<file path="src/rtl/gate_bist_ctrl.sv">
// Built-in self-test sequencer for a two-input gate block: sweeps {a,b}, checks eight gate outputs.
// Optional fault injection on the expected NAND bit is enabled with GATE_BIST_FAULT_INJ_EN.
module gate_bist_ctrl #(
  parameter int SETTLE_CYCLES = 2,
  parameter int ROUNDS        = 1
) (
  input  logic       clk,
  input  logic       rst_n,
`ifdef GATE_BIST_FAULT_INJ_EN
  input  logic       fault_inj,
`endif
  input  logic       start,
  output logic       a,
  output logic       b,
  input  logic [7:0] y_in,
  output logic       busy,
  output logic       done,
  output logic       pass,
  output logic [7:0] fail_mask,
  output logic [3:0] err_count,
  output logic [1:0] fail_vec
);

  // state  | meaning
  // IDLE   | waiting for start, a/b parked at 0
  // DRIVE  | load {a,b} with the current vector
  // SETTLE | down-count SETTLE_CYCLES while the gate settles
  // CHECK  | compare y_in against the expected truth row
  // DONE   | one-cycle done pulse, pass latched
  localparam logic [2:0] S_IDLE   = 3'd0;
  localparam logic [2:0] S_DRIVE  = 3'd1;
  localparam logic [2:0] S_SETTLE = 3'd2;
  localparam logic [2:0] S_CHECK  = 3'd3;
  localparam logic [2:0] S_DONE   = 3'd4;

  localparam logic [3:0] SETTLE_LOAD = (SETTLE_CYCLES > 0) ? 4'(SETTLE_CYCLES - 1) : 4'd0;
  localparam logic [7:0] LAST_ROUND  = 8'(ROUNDS - 1);

  logic [2:0] r_state;
  logic [1:0] r_vec;
  logic [7:0] r_round;
  logic [3:0] r_settle_cnt;
  logic       r_a;
  logic       r_b;
  logic       r_pass;
  logic [7:0] r_fail_mask;
  logic [3:0] r_err_count;
  logic [1:0] r_fail_vec;

  logic [7:0] w_exp;
  logic [7:0] w_exp_chk;
  logic [7:0] w_mis;
  logic       w_any_mis;
  logic [3:0] w_err_nxt;

  // Bit order: XNOR, XOR, NOR, OR, AND, NAND, NOT b, NOT a
  assign w_exp = {~(r_a ^ r_b), r_a ^ r_b, ~(r_a | r_b), r_a | r_b,
                  r_a & r_b, ~(r_a & r_b), ~r_b, ~r_a};

`ifdef GATE_BIST_FAULT_INJ_EN
  assign w_exp_chk = w_exp ^ {5'b00000, fault_inj, 2'b00};
`else
  assign w_exp_chk = w_exp;
`endif

  assign w_mis     = y_in ^ w_exp_chk;
  assign w_any_mis = |w_mis;
  assign w_err_nxt = (w_any_mis && (r_err_count != 4'hF)) ? r_err_count + 4'd1 : r_err_count;

  always_ff @(posedge clk or negedge rst_n) begin
    if (!rst_n) begin
      r_state      <= S_IDLE;
      r_vec        <= 2'd0;
      r_round      <= 8'd0;
      r_settle_cnt <= 4'd0;
      r_a          <= 1'b0;
      r_b          <= 1'b0;
      r_pass       <= 1'b0;
      r_fail_mask  <= 8'd0;
      r_err_count  <= 4'd0;
      r_fail_vec   <= 2'd0;
    end else begin
      case (r_state)
        S_IDLE: begin
          if (start) begin
            r_state     <= S_DRIVE;
            r_vec       <= 2'd0;
            r_round     <= 8'd0;
            r_pass      <= 1'b0;
            r_fail_mask <= 8'd0;
            r_err_count <= 4'd0;
            r_fail_vec  <= 2'd0;
          end
        end
        S_DRIVE: begin
          r_a <= r_vec[1];
          r_b <= r_vec[0];
          if (SETTLE_CYCLES > 0) begin
            r_state      <= S_SETTLE;
            r_settle_cnt <= SETTLE_LOAD;
          end else begin
            r_state <= S_CHECK;
          end
        end
        S_SETTLE: begin
          if (r_settle_cnt == 4'd0) begin
            r_state <= S_CHECK;
          end else begin
            r_settle_cnt <= r_settle_cnt - 4'd1;
          end
        end
        S_CHECK: begin
          r_fail_mask <= r_fail_mask | w_mis;
          r_err_count <= w_err_nxt;
          // err_count never returns to zero inside a run, so zero marks the first mismatch
          if (w_any_mis && (r_err_count == 4'd0)) begin
            r_fail_vec <= {r_a, r_b};
          end
          if (r_vec == 2'd3) begin
            r_vec <= 2'd0;
            if (r_round == LAST_ROUND) begin
              r_state <= S_DONE;
              r_a     <= 1'b0;
              r_b     <= 1'b0;
              r_pass  <= (w_err_nxt == 4'd0);
            end else begin
              r_round <= r_round + 8'd1;
              r_state <= S_DRIVE;
            end
          end else begin
            r_vec   <= r_vec + 2'd1;
            r_state <= S_DRIVE;
          end
        end
        S_DONE: begin
          r_state <= S_IDLE;
        end
        default: begin
          r_state <= S_IDLE;
        end
      endcase
    end
  end

  assign a         = r_a;
  assign b         = r_b;
  assign busy      = (r_state != S_IDLE);
  assign done      = (r_state == S_DONE);
  assign pass      = r_pass;
  assign fail_mask = r_fail_mask;
  assign err_count = r_err_count;
  assign fail_vec  = r_fail_vec;

endmodule

</file>
<file path="config.mk">
export PLATFORM = sky130hd
export DESIGN_NAME = gate_bist_ctrl
export DESIGN_NICKNAME = d
export VERILOG_FILES = /design/src/rtl/gate_bist_ctrl.sv
export SDC_FILE = /design/constraint.sdc
export NUM_CORES = 1
export LEC_CHECK = 0
export ABC_AREA = 1
export BUFFER_PORTS_ARGS = -buffer_cell sky130_fd_sc_hd__clkbuf_2
export CORE_MARGIN = 1.5
export CORE_UTILIZATION = 40
export CTS_CLUSTER_SIZE = 24
export DETAILED_ROUTE_END_ITERATION = 10
export GPL_ROUTABILITY_DRIVEN = 0
export GPL_TIMING_DRIVEN = 0
export PLACE_DENSITY = 0.6
export SLEW_MARGIN = 20
export SYNTH_ARGS = -nofsm -noshare
export SYNTH_HDL_FRONTEND = slang
export SYNTH_SLANG_ARGS = --single-unit
</file>
<file path="constraint.sdc">
create_clock -name clk -period 2.1 [get_ports clk]
set_input_delay 0.525 -clock clk [delete_from_list [all_inputs] [get_ports clk]]
set_output_delay 0.525 -clock clk [all_outputs]
set_load 0.02 [all_outputs]
</file>
==> metrics.md, run 1 <==
| Metric | Value |
|---|---|
| TNS Setup | `0 ns` |
| Worst-skew pair later-pin latency | `0.29 ns` |
| CP bufs+invs | `2` |
| Vias per cell | `slightly below 5` |
| Final setup viols | `0` |
| Synthesis-stage register bit count | `34` |
| CP max FO | `5` |
| Clk_skew | `between 0.008 and 0.009 ns` |
| # fillers | `449` |
| Root Buffer | `clkbuf_8` |
| Diodes inserted | `0` |
| H-Tree Depth | `2` |
| Placed cell count | `334` |
| Most frequent CP cell | `nand2_1` |
| RSZ-0062 raised after global routing | `false` |
| YS warnings | `0` |
| ANT nets after route | `0` |
| Outcome | `completed` |
| Top post-synthesis cells by area | `dfrtp_1 45%, nand2_1 12%, nor2_1 8.1%, inv_1 6.9%, ha_1 5.2%` |
| Crit path max-delay family | `simple AND/OR/NAND/NOR gates` |
| Total Power | `3.02 mW` |
| Switch share | `41.6%` |
| Compound-Gate Fraction of Synth Area | `7.55%` |
| Layout cells sized above 1 | `17.8%` |
| Finished Layout Cells | `between 300 and 400` |
| Max Cap Viol | `0` |
| Initial Utilization | `42.6%` |
| Iteration-0 DRC count of the detailed router | `67` |
| Slew Viols, Final | `0` |
| Total gr overflow | `0` |
| Post-synth top area share | `between 40% and 50%` |
| P_sw | `around 1.3 mW` |
| Area grow syn2layout | `19.2%` |
| CP max stage delay | `~0.42 ns` |
| Max Root-Sink Buffers | `2` |
| Reg2Reg Depth | `14` |
| Hold slack | `approximately 0.33 ns` |
| Post-route minimum period | `1.83 ns` |
| DR WL/cell | `between 10 and 15 um` |
| CTS tree | `done` |
| Clock power share | `24.3%` |
| Avg Inst Size Synth | `7.54 um2` |
| Hpwl dp | `between 2000 and 3000 um` |
| Die Wd | `72.0 um` |
| CTS Buf Count | `5` |
| Row Count | `24` |
| Pre-CTS setup slack | `around 0.21 ns` |
| Final WL | `just under 4000 um` |
| I/O pins | `30` |
| Rel. slew slack | `43.9%` |
| Highest clock rate | `0.545 GHz` |
| Die ar. | `5190 um2` |
| Crit. path cell count | `14` |
| Mux contribution to synthesized area | `0%` |
| Static leakage | `1.22 nW` |
| Crit start category | `flop` |
| Final #Nets | `310` |
| Hold_buf cts | `0` |
| WP data required | `2.28 ns` |
| CTS Sinks | `34` |
| Worst EP arrival | `2.02 ns` |
| Unique masters post-synth | `25` |
| First-pass GRT wire length | `6670 um` |
| Total GRT Usage | `16.5%` |
| Input/output buffers | `29` |
| XOR/XNOR share of the synthesized area | `1.38%` |
| Worst Setup Slack, final | `0.265 ns` |
| Cells after Synth | `253` |
| Slew of the pin with the lowest slew margin | `approximately 0.84 ns` |
| Largest net degree at the start of global routing | `35` |
| Final Hold Vio Count | `0` |
| Crit end category | `flop` |
| Critical setup path kind | `flop to flop` |
| Via count | `1654` |
| Sequential element share of the synthesized area | `44.6%` |
| Max VDD drop | `0.557 mV` |
| Main combinational cell family by area after synthesis | `simple AND/OR/NAND/NOR gates` |
| Pwr/cell area | `approximately 1300 nW/um2` |
| Worst min path class | `primary input to async pin` |
| DRT Pass-1 Iters | `4` |
| Internal power | `1.76 mW` |
| Comb pwr share | `42.7%` |
| Mapped Area | `around 1900 um2` |
| Flop pwr share | `33.0%` |
| Height of the die | `72.0 um` |
| Number of global-route vias before repair | `1519` |
| Fin crit share | `a little under 90%` |
| Synth Net Count | `272` |
| Initial antenna violation count | `0` |
| Crit-path cells | `inv_1 > ha_1 > inv_1 > nand2_1 > nand2_1 > nand2_1 > nor2_1 > nand2_1 > nand2_2 > nand2_1 > nand2_1 > nor2_1 > nand3_1 > nand2_1` |
| Core Box Area | `4470 um2` |
| Worst-path clk slew | `about 0.08 ns` |
| # DRC | `0` |
| Critical-path top delay cell | `dfrtp_1` |
| Post-synth top area cell | `dfrtp_1` |
| Post-Synth Adder-Cell Area | `under 10%` |
| Simple-Gate Fraction of Synth Area | `32.9%` |
## routing by layer
metal,GRT usage [%],part of all wire [%],vias to the layer above
li1,-,-,871
met1,21.3,48,745
met2,27.7,47,33
met3,4.17,4.1,5
met4,4.40,1.1,0
met5,0,0,-
## flip-flops by register name, summed over array words and instances, names as in the netlist
signal / cells
b: 1
r_settle_cnt: 4
a: 1
fail_vec: 2
err_count: 4
r_vec: 2
r_state: 3
pass: 1
fail_mask: 8
r_round: 8
## logic make-up after synthesis
kind of cell | count (synthesis)
AOI/OAI and AO/OA | 25
xor gates and xnor gates | 3
buffers and inverters | 42
and+or+nand+nor | 141
adders and majority gates | 8
DFF | 34
## per-stage QoR
step / instance area (um2) / utilization, %
final: 2270 / 50.8
after global routing: 2270 / 50.8
after floorplan: 1910 / -
after global placement: 2120 / 47.3
after detailed placement: 2120 / 47.3
after CTS: 2250 / 50.4
## worst paths after layout
path,startpoint,to,slack (ns)
hold reg to reg,fail_mask[7]$_DFFE_PN0P_,fail_mask[7]$_DFFE_PN0P_,0.50
min in group clk,fail_mask[7]$_DFFE_PN0P_,fail_mask[7]$_DFFE_PN0P_,0.50
setup / recovery,b$_DFFE_PN0P_,pass$_DFFE_PN0P_,0.27
hold / removal,rst_n,fail_mask[0]$_DFFE_PN0P_,0.33
max in group asynchronous,rst_n,r_settle_cnt[1]$_DFFE_PN0P_,1.24
setup reg to reg,b$_DFFE_PN0P_,pass$_DFFE_PN0P_,0.27
## power by group through the flow
stage | combinational, mW | clock (mW) | sequential, mW
after CTS | 1.28 | 0.754 | 1.00
after detailed placement | 1.28 | 0 | 1.02
final | 1.29 | 0.735 | 0.998
after floorplan | 0.791 | 0 | 1.14
after global routing | 1.48 | 0.780 | 1.03
after global placement | 1.27 | 0 | 1.02
## cells in the mapped netlist (all sizes together)
| cell | n |
|---|---|
| nand2 | 66 |
| nor2 | 45 |
| inv | 39 |
| dfrtp | 34 |
| nand3 | 18 |
| o21ai | 14 |
| ha | 8 |
| nor3 | 5 |
| nor3b | 4 |
| a21oi | 3 |
| clkbuf | 3 |
| nand4 | 3 |
| o31ai | 3 |
| a22o | 2 |
| o22ai | 2 |
| xor2 | 2 |
| a31oi | 1 |
| xnor2 | 1 |
## cells in the final DEF (no fill, tap or decap)
cell type / netlist / layout
xnor2_1: 1 / 1
nor2_1: 41 / 41
nor2_4: 3 / 3
o21ai_0: 12 / 12
clkinv_4: 0 / 1
clkbuf_8: 0 / 5
nor2_2: 1 / 1
nand2_1: 63 / 62
a21oi_1: 3 / 3
bufinv_16: 0 / 2
nand4_1: 3 / 3
nand3_2: 1 / 1
ha_1: 8 / 8
clkbuf_1: 3 / 3
nand2_2: 1 / 2
nand2_4: 2 / 2
clkbuf_2: 0 / 29
buf_4: 0 / 2
o22ai_1: 2 / 2
inv_2: 4 / 4
a22o_1: 2 / 2
nand3_1: 17 / 17
inv_1: 35 / 35
nor3b_1: 4 / 4
dfrtp_1: 34 / 34
nor3_1: 5 / 5
a31oi_1: 1 / 1
o31ai_1: 3 / 3
o21ai_1: 2 / 2
xor2_1: 2 / 2
## worst reg2reg max path, cell delays in order, from the launching register on
cell	delay (ns)
dfrtp_1	0.42
inv_1	0.11
ha_1	0.32
inv_1	0.08
nand2_1	0.05
nand2_1	0.10
nand2_1	0.07
nor2_1	0.09
nand2_1	0.10
nand2_2	0.10
nand2_1	0.05
nand2_1	0.08
nor2_1	0.05
nand3_1	0.07
nand2_1	0.05
## layout make-up
cell class | count | area [um2] | share of cell area [%]
inverters | 39 | 146 | 6.44
plain buffers | 3 | 11.3 | 0.496
clock buffers | 5 | 68.8 | 3.03
multi-input cells | 177 | 901 | 39.6
repair buffers | 31 | 160 | 7.05
well taps | 52 | 65.1 | 2.86
flip-flops and latches | 34 | 851 | 37.4
clock inverters | 3 | 68.8 | 3.03
## what timing repair did
action	CTS	global route
buffers inserted	0	2
setup endpoints to repair	0	3
resized for setup	0	1
No activity file was read; power rests on OpenSTA's default activity.
==> inputs of run 2 (changes only) <==
--- a/config.mk
+++ b/config.mk
@@ -8,12 +8,13 @@
 export ABC_AREA = 1
 export BUFFER_PORTS_ARGS = -buffer_cell sky130_fd_sc_hd__clkbuf_2
 export CORE_MARGIN = 1.5
-export CORE_UTILIZATION = 40
+export CORE_UTILIZATION = 47
 export CTS_CLUSTER_SIZE = 24
 export DETAILED_ROUTE_END_ITERATION = 10
 export GPL_ROUTABILITY_DRIVEN = 0
 export GPL_TIMING_DRIVEN = 0
-export PLACE_DENSITY = 0.6
+export MAX_ROUTING_LAYER = met4
+export PLACE_DENSITY = 0.68
 export SLEW_MARGIN = 20
 export SYNTH_ARGS = -nofsm -noshare
 export SYNTH_HDL_FRONTEND = slang
==> run 2 against run 1 <==
  * Fmax fell by 1.7%
  * Via count rose by 0.18%
  * First-iteration DRC count rose by 31%
  * Setup slack got worse by 0.031 ns
  * Critical endpoint unchanged
  * Die area fell by 14%
  * Routed wire length rose by 0.28%
  * Combinational power barely moved
==> metrics.md, run 2 (synthesis results as in run 1) <==
| Metric | Value |
|---|---|
| Total gr overflow | `0 (unchanged)` |
| Pwr/cell area | `1260 nW/um2 (was 1330 nW/um2)` |
| Hold_buf cts | `0 (unchanged)` |
| ANT nets after route | `0 (unchanged)` |
| Worst EP arrival | `2.04 ns (was 2.02 ns)` |
| WP data required | `2.28 ns (about the same)` |
| Crit. path cell count | `14 (unchanged)` |
| Total Power | `2.78 mW (was 3.02 mW)` |
| Most frequent cells in the layout | `63 x nand2_1, 41 x nor2_1, 35 x inv_1, 33 x dfrtp_1, 29 x clkbuf_2 (was 62 x nand2_1, 41 x nor2_1, 35 x inv_1, 34 x dfrtp_1, 29 x clkbuf_2)` |
| CTS Buf Count | `5 (unchanged)` |
| Slew of the pin with the lowest slew margin | `0.839 ns (was 0.842 ns)` |
| Outcome | `completed (unchanged)` |
| Most common cell after layout, fill and taps aside | `nand2_1 (unchanged)` |
| Final #Nets | `309 (was 310)` |
| Final setup viols | `0 (unchanged)` |
| Number of global-route vias before repair | `1571 (was 1519)` |
| Height of the die | `66.7 um (was 72.0 um)` |
| Crit start category | `flop (unchanged)` |
| CP max FO | `5 (unchanged)` |
| Crit end category | `flop (unchanged)` |
| CP bufs+invs | `2 (unchanged)` |
| H-Tree Depth | `2 (unchanged)` |
| Core Box Area | `3770 um2 (was 4470 um2)` |
| Layout cells sized above 1 | `17.0% (was 17.8%)` |
| Final WL | `3890 um (was 3880 um)` |
| Iteration-0 DRC count of the detailed router | `88 (was 67)` |
| Hold slack | `0.335 ns (was 0.325 ns)` |
| DR WL/cell | `11.5 um (was 11.3 um)` |
| Area grow syn2layout | `15.6% (was 19.2%)` |
| # DRC | `0 (unchanged)` |
| Root Buffer | `clkbuf_8 (unchanged)` |
| Critical-path top delay cell | `dfrtp_2 (was dfrtp_1)` |
| Crit-path cells | `inv_1 > ha_1 > inv_1 > nand2_1 > nand2_1 > nand2_1 > nor2_1 > nand2_1 > nand2_1 > nand2_1 > nand2_1 > nor2_1 > nand3_1 > nand2_1 (was inv_1 > ha_1 > inv_1 > nand2_1 > nand2_1 > nand2_1 > nor2_1 > nand2_1 > nand2_2 > nand2_1 > nand2_1 > nor2_1 > nand3_1 > nand2_1)` |
| Highest clock rate | `0.536 GHz (was 0.545 GHz)` |
| Crit path max-delay family | `simple AND/OR/NAND/NOR gates (unchanged)` |
| First-pass GRT wire length | `6760 um (was 6670 um)` |
| Max Root-Sink Buffers | `2 (unchanged)` |
| Worst-skew pair later-pin latency | `0.28 ns (was 0.29 ns)` |
| I/O pins | `30 (unchanged)` |
| DRT Pass-1 Iters | `4 (unchanged)` |
| Max VDD drop | `0.609 mV (was 0.557 mV)` |
| Total GRT Usage | `21.1% (was 16.5%)` |
| Input/output buffers | `29 (unchanged)` |
| Initial Utilization | `50.6% (was 42.6%)` |
| Die ar. | `4450 um2 (was 5190 um2)` |
| Critical setup path kind | `flop to flop (unchanged)` |
| TNS Setup | `0 ns (unchanged)` |
| Static leakage | `1.19 nW (was 1.22 nW)` |
| Vias per cell | `4.92 (was 4.81)` |
| Rel. slew slack | `44.1% (was 43.9%)` |
| # fillers | `353 (was 449)` |
| Largest net degree at the start of global routing | `35 (unchanged)` |
| Via count | `1657 (was 1654)` |
| Final non-filler cell area | `2200 um2 (was 2270 um2)` |
| Clk_skew | `0.00537 ns (was 0.00890 ns)` |
| CTS Sinks | `34 (unchanged)` |
| Final Hold Vio Count | `0 (unchanged)` |
| Row Count | `22 (was 24)` |
| Initial antenna violation count | `0 (unchanged)` |
| Max Cap Viol | `0 (unchanged)` |
| Slew Viols, Final | `0 (unchanged)` |
| CP max stage delay | `0.41 ns (was 0.42 ns)` |
| Final core occ | `58.4% (was 50.8%)` |
| Worst min path class | `primary input to async pin (unchanged)` |
| CTS tree | `done (unchanged)` |
| Fin crit share | `88.9% (was 87.4%)` |
| Worst-path clk slew | `0.07 ns (was 0.08 ns)` |
| Post-route minimum period | `1.87 ns (was 1.83 ns)` |
| Diodes inserted | `0 (unchanged)` |
| Most frequent CP cell | `nand2_1 (unchanged)` |
| Hpwl dp | `2910 um (about the same)` |
| Placed cell areas | `2110 um2 (was 2120 um2)` |
| Die Wd | `66.7 um (was 72.0 um)` |
| Reg2Reg Depth | `14 (unchanged)` |
run 2: worst register-to-register path, stage by stage, from the launching register on:
cell	delay, ns
dfrtp_2	0.41
inv_1	0.08
ha_1	0.34
inv_1	0.09
nand2_1	0.05
nand2_1	0.11
nand2_1	0.06
nor2_1	0.09
nand2_1	0.09
nand2_1	0.13
nand2_1	0.08
nand2_1	0.08
nor2_1	0.05
nand3_1	0.06
nand2_1	0.05
run 2: power breakdown:
| group | switching [mW] | internal [mW] |
|---|---|---|
| clock network | 0.227 | 0.253 |
| registers | 0.153 | 0.854 |
| logic | 0.861 | 0.429 |
run 2: worst paths after layout:
check,from,to,slack [ns]
worst max-delay path,a$_DFFE_PN0P_,pass$_DFFE_PN0P_,0.23
worst min-delay path,rst_n,fail_mask[4]$_DFFE_PN0P_,0.34
worst max register to register,a$_DFFE_PN0P_,pass$_DFFE_PN0P_,0.23
worst min register to register,fail_mask[7]$_DFFE_PN0P_,fail_mask[7]$_DFFE_PN0P_,0.50
max in group asynchronous,rst_n,a$_DFFE_PN0P_,1.18
min in group clk,fail_mask[7]$_DFFE_PN0P_,fail_mask[7]$_DFFE_PN0P_,0.50
run 2: cell type report:
cell class	instances	area, um2	area share [%]
Sequential cell	34	852	38.7
Clock buffer	6	82.6	3.75
Tap cell	48	60.1	2.73
Buffer	3	11.3	0.511
Timing Repair Buffer	30	153	6.93
Inverter	39	146	6.64
Multi-Input combinational cell	177	898	40.8
run 2: routing by layer:
layer  track usage (%)  share of wire, %  vias to the layer above
met2              33.9                47                       31
met4              8.42               1.5                        0
li1                  -                 -                      875
met1              25.7                48                      746
met5                 -                 0                        -
met3              5.07               3.8                        5
run 2: timing repair:
| action | in CTS | in global routing |
|---|---|---|
| setup endpoints to repair | 0 | 2 |
| buffers inserted | 0 | 1 |
| gates resized for setup | 0 | 1 |
run 2: per-stage QoR:
stage	instances	setup WS, ns
finish	337	0.234
detailed placement	330	0.173
CTS	336	0.169
global placement	330	0.192
floorplan	253	0.300
global route	337	-0.00341
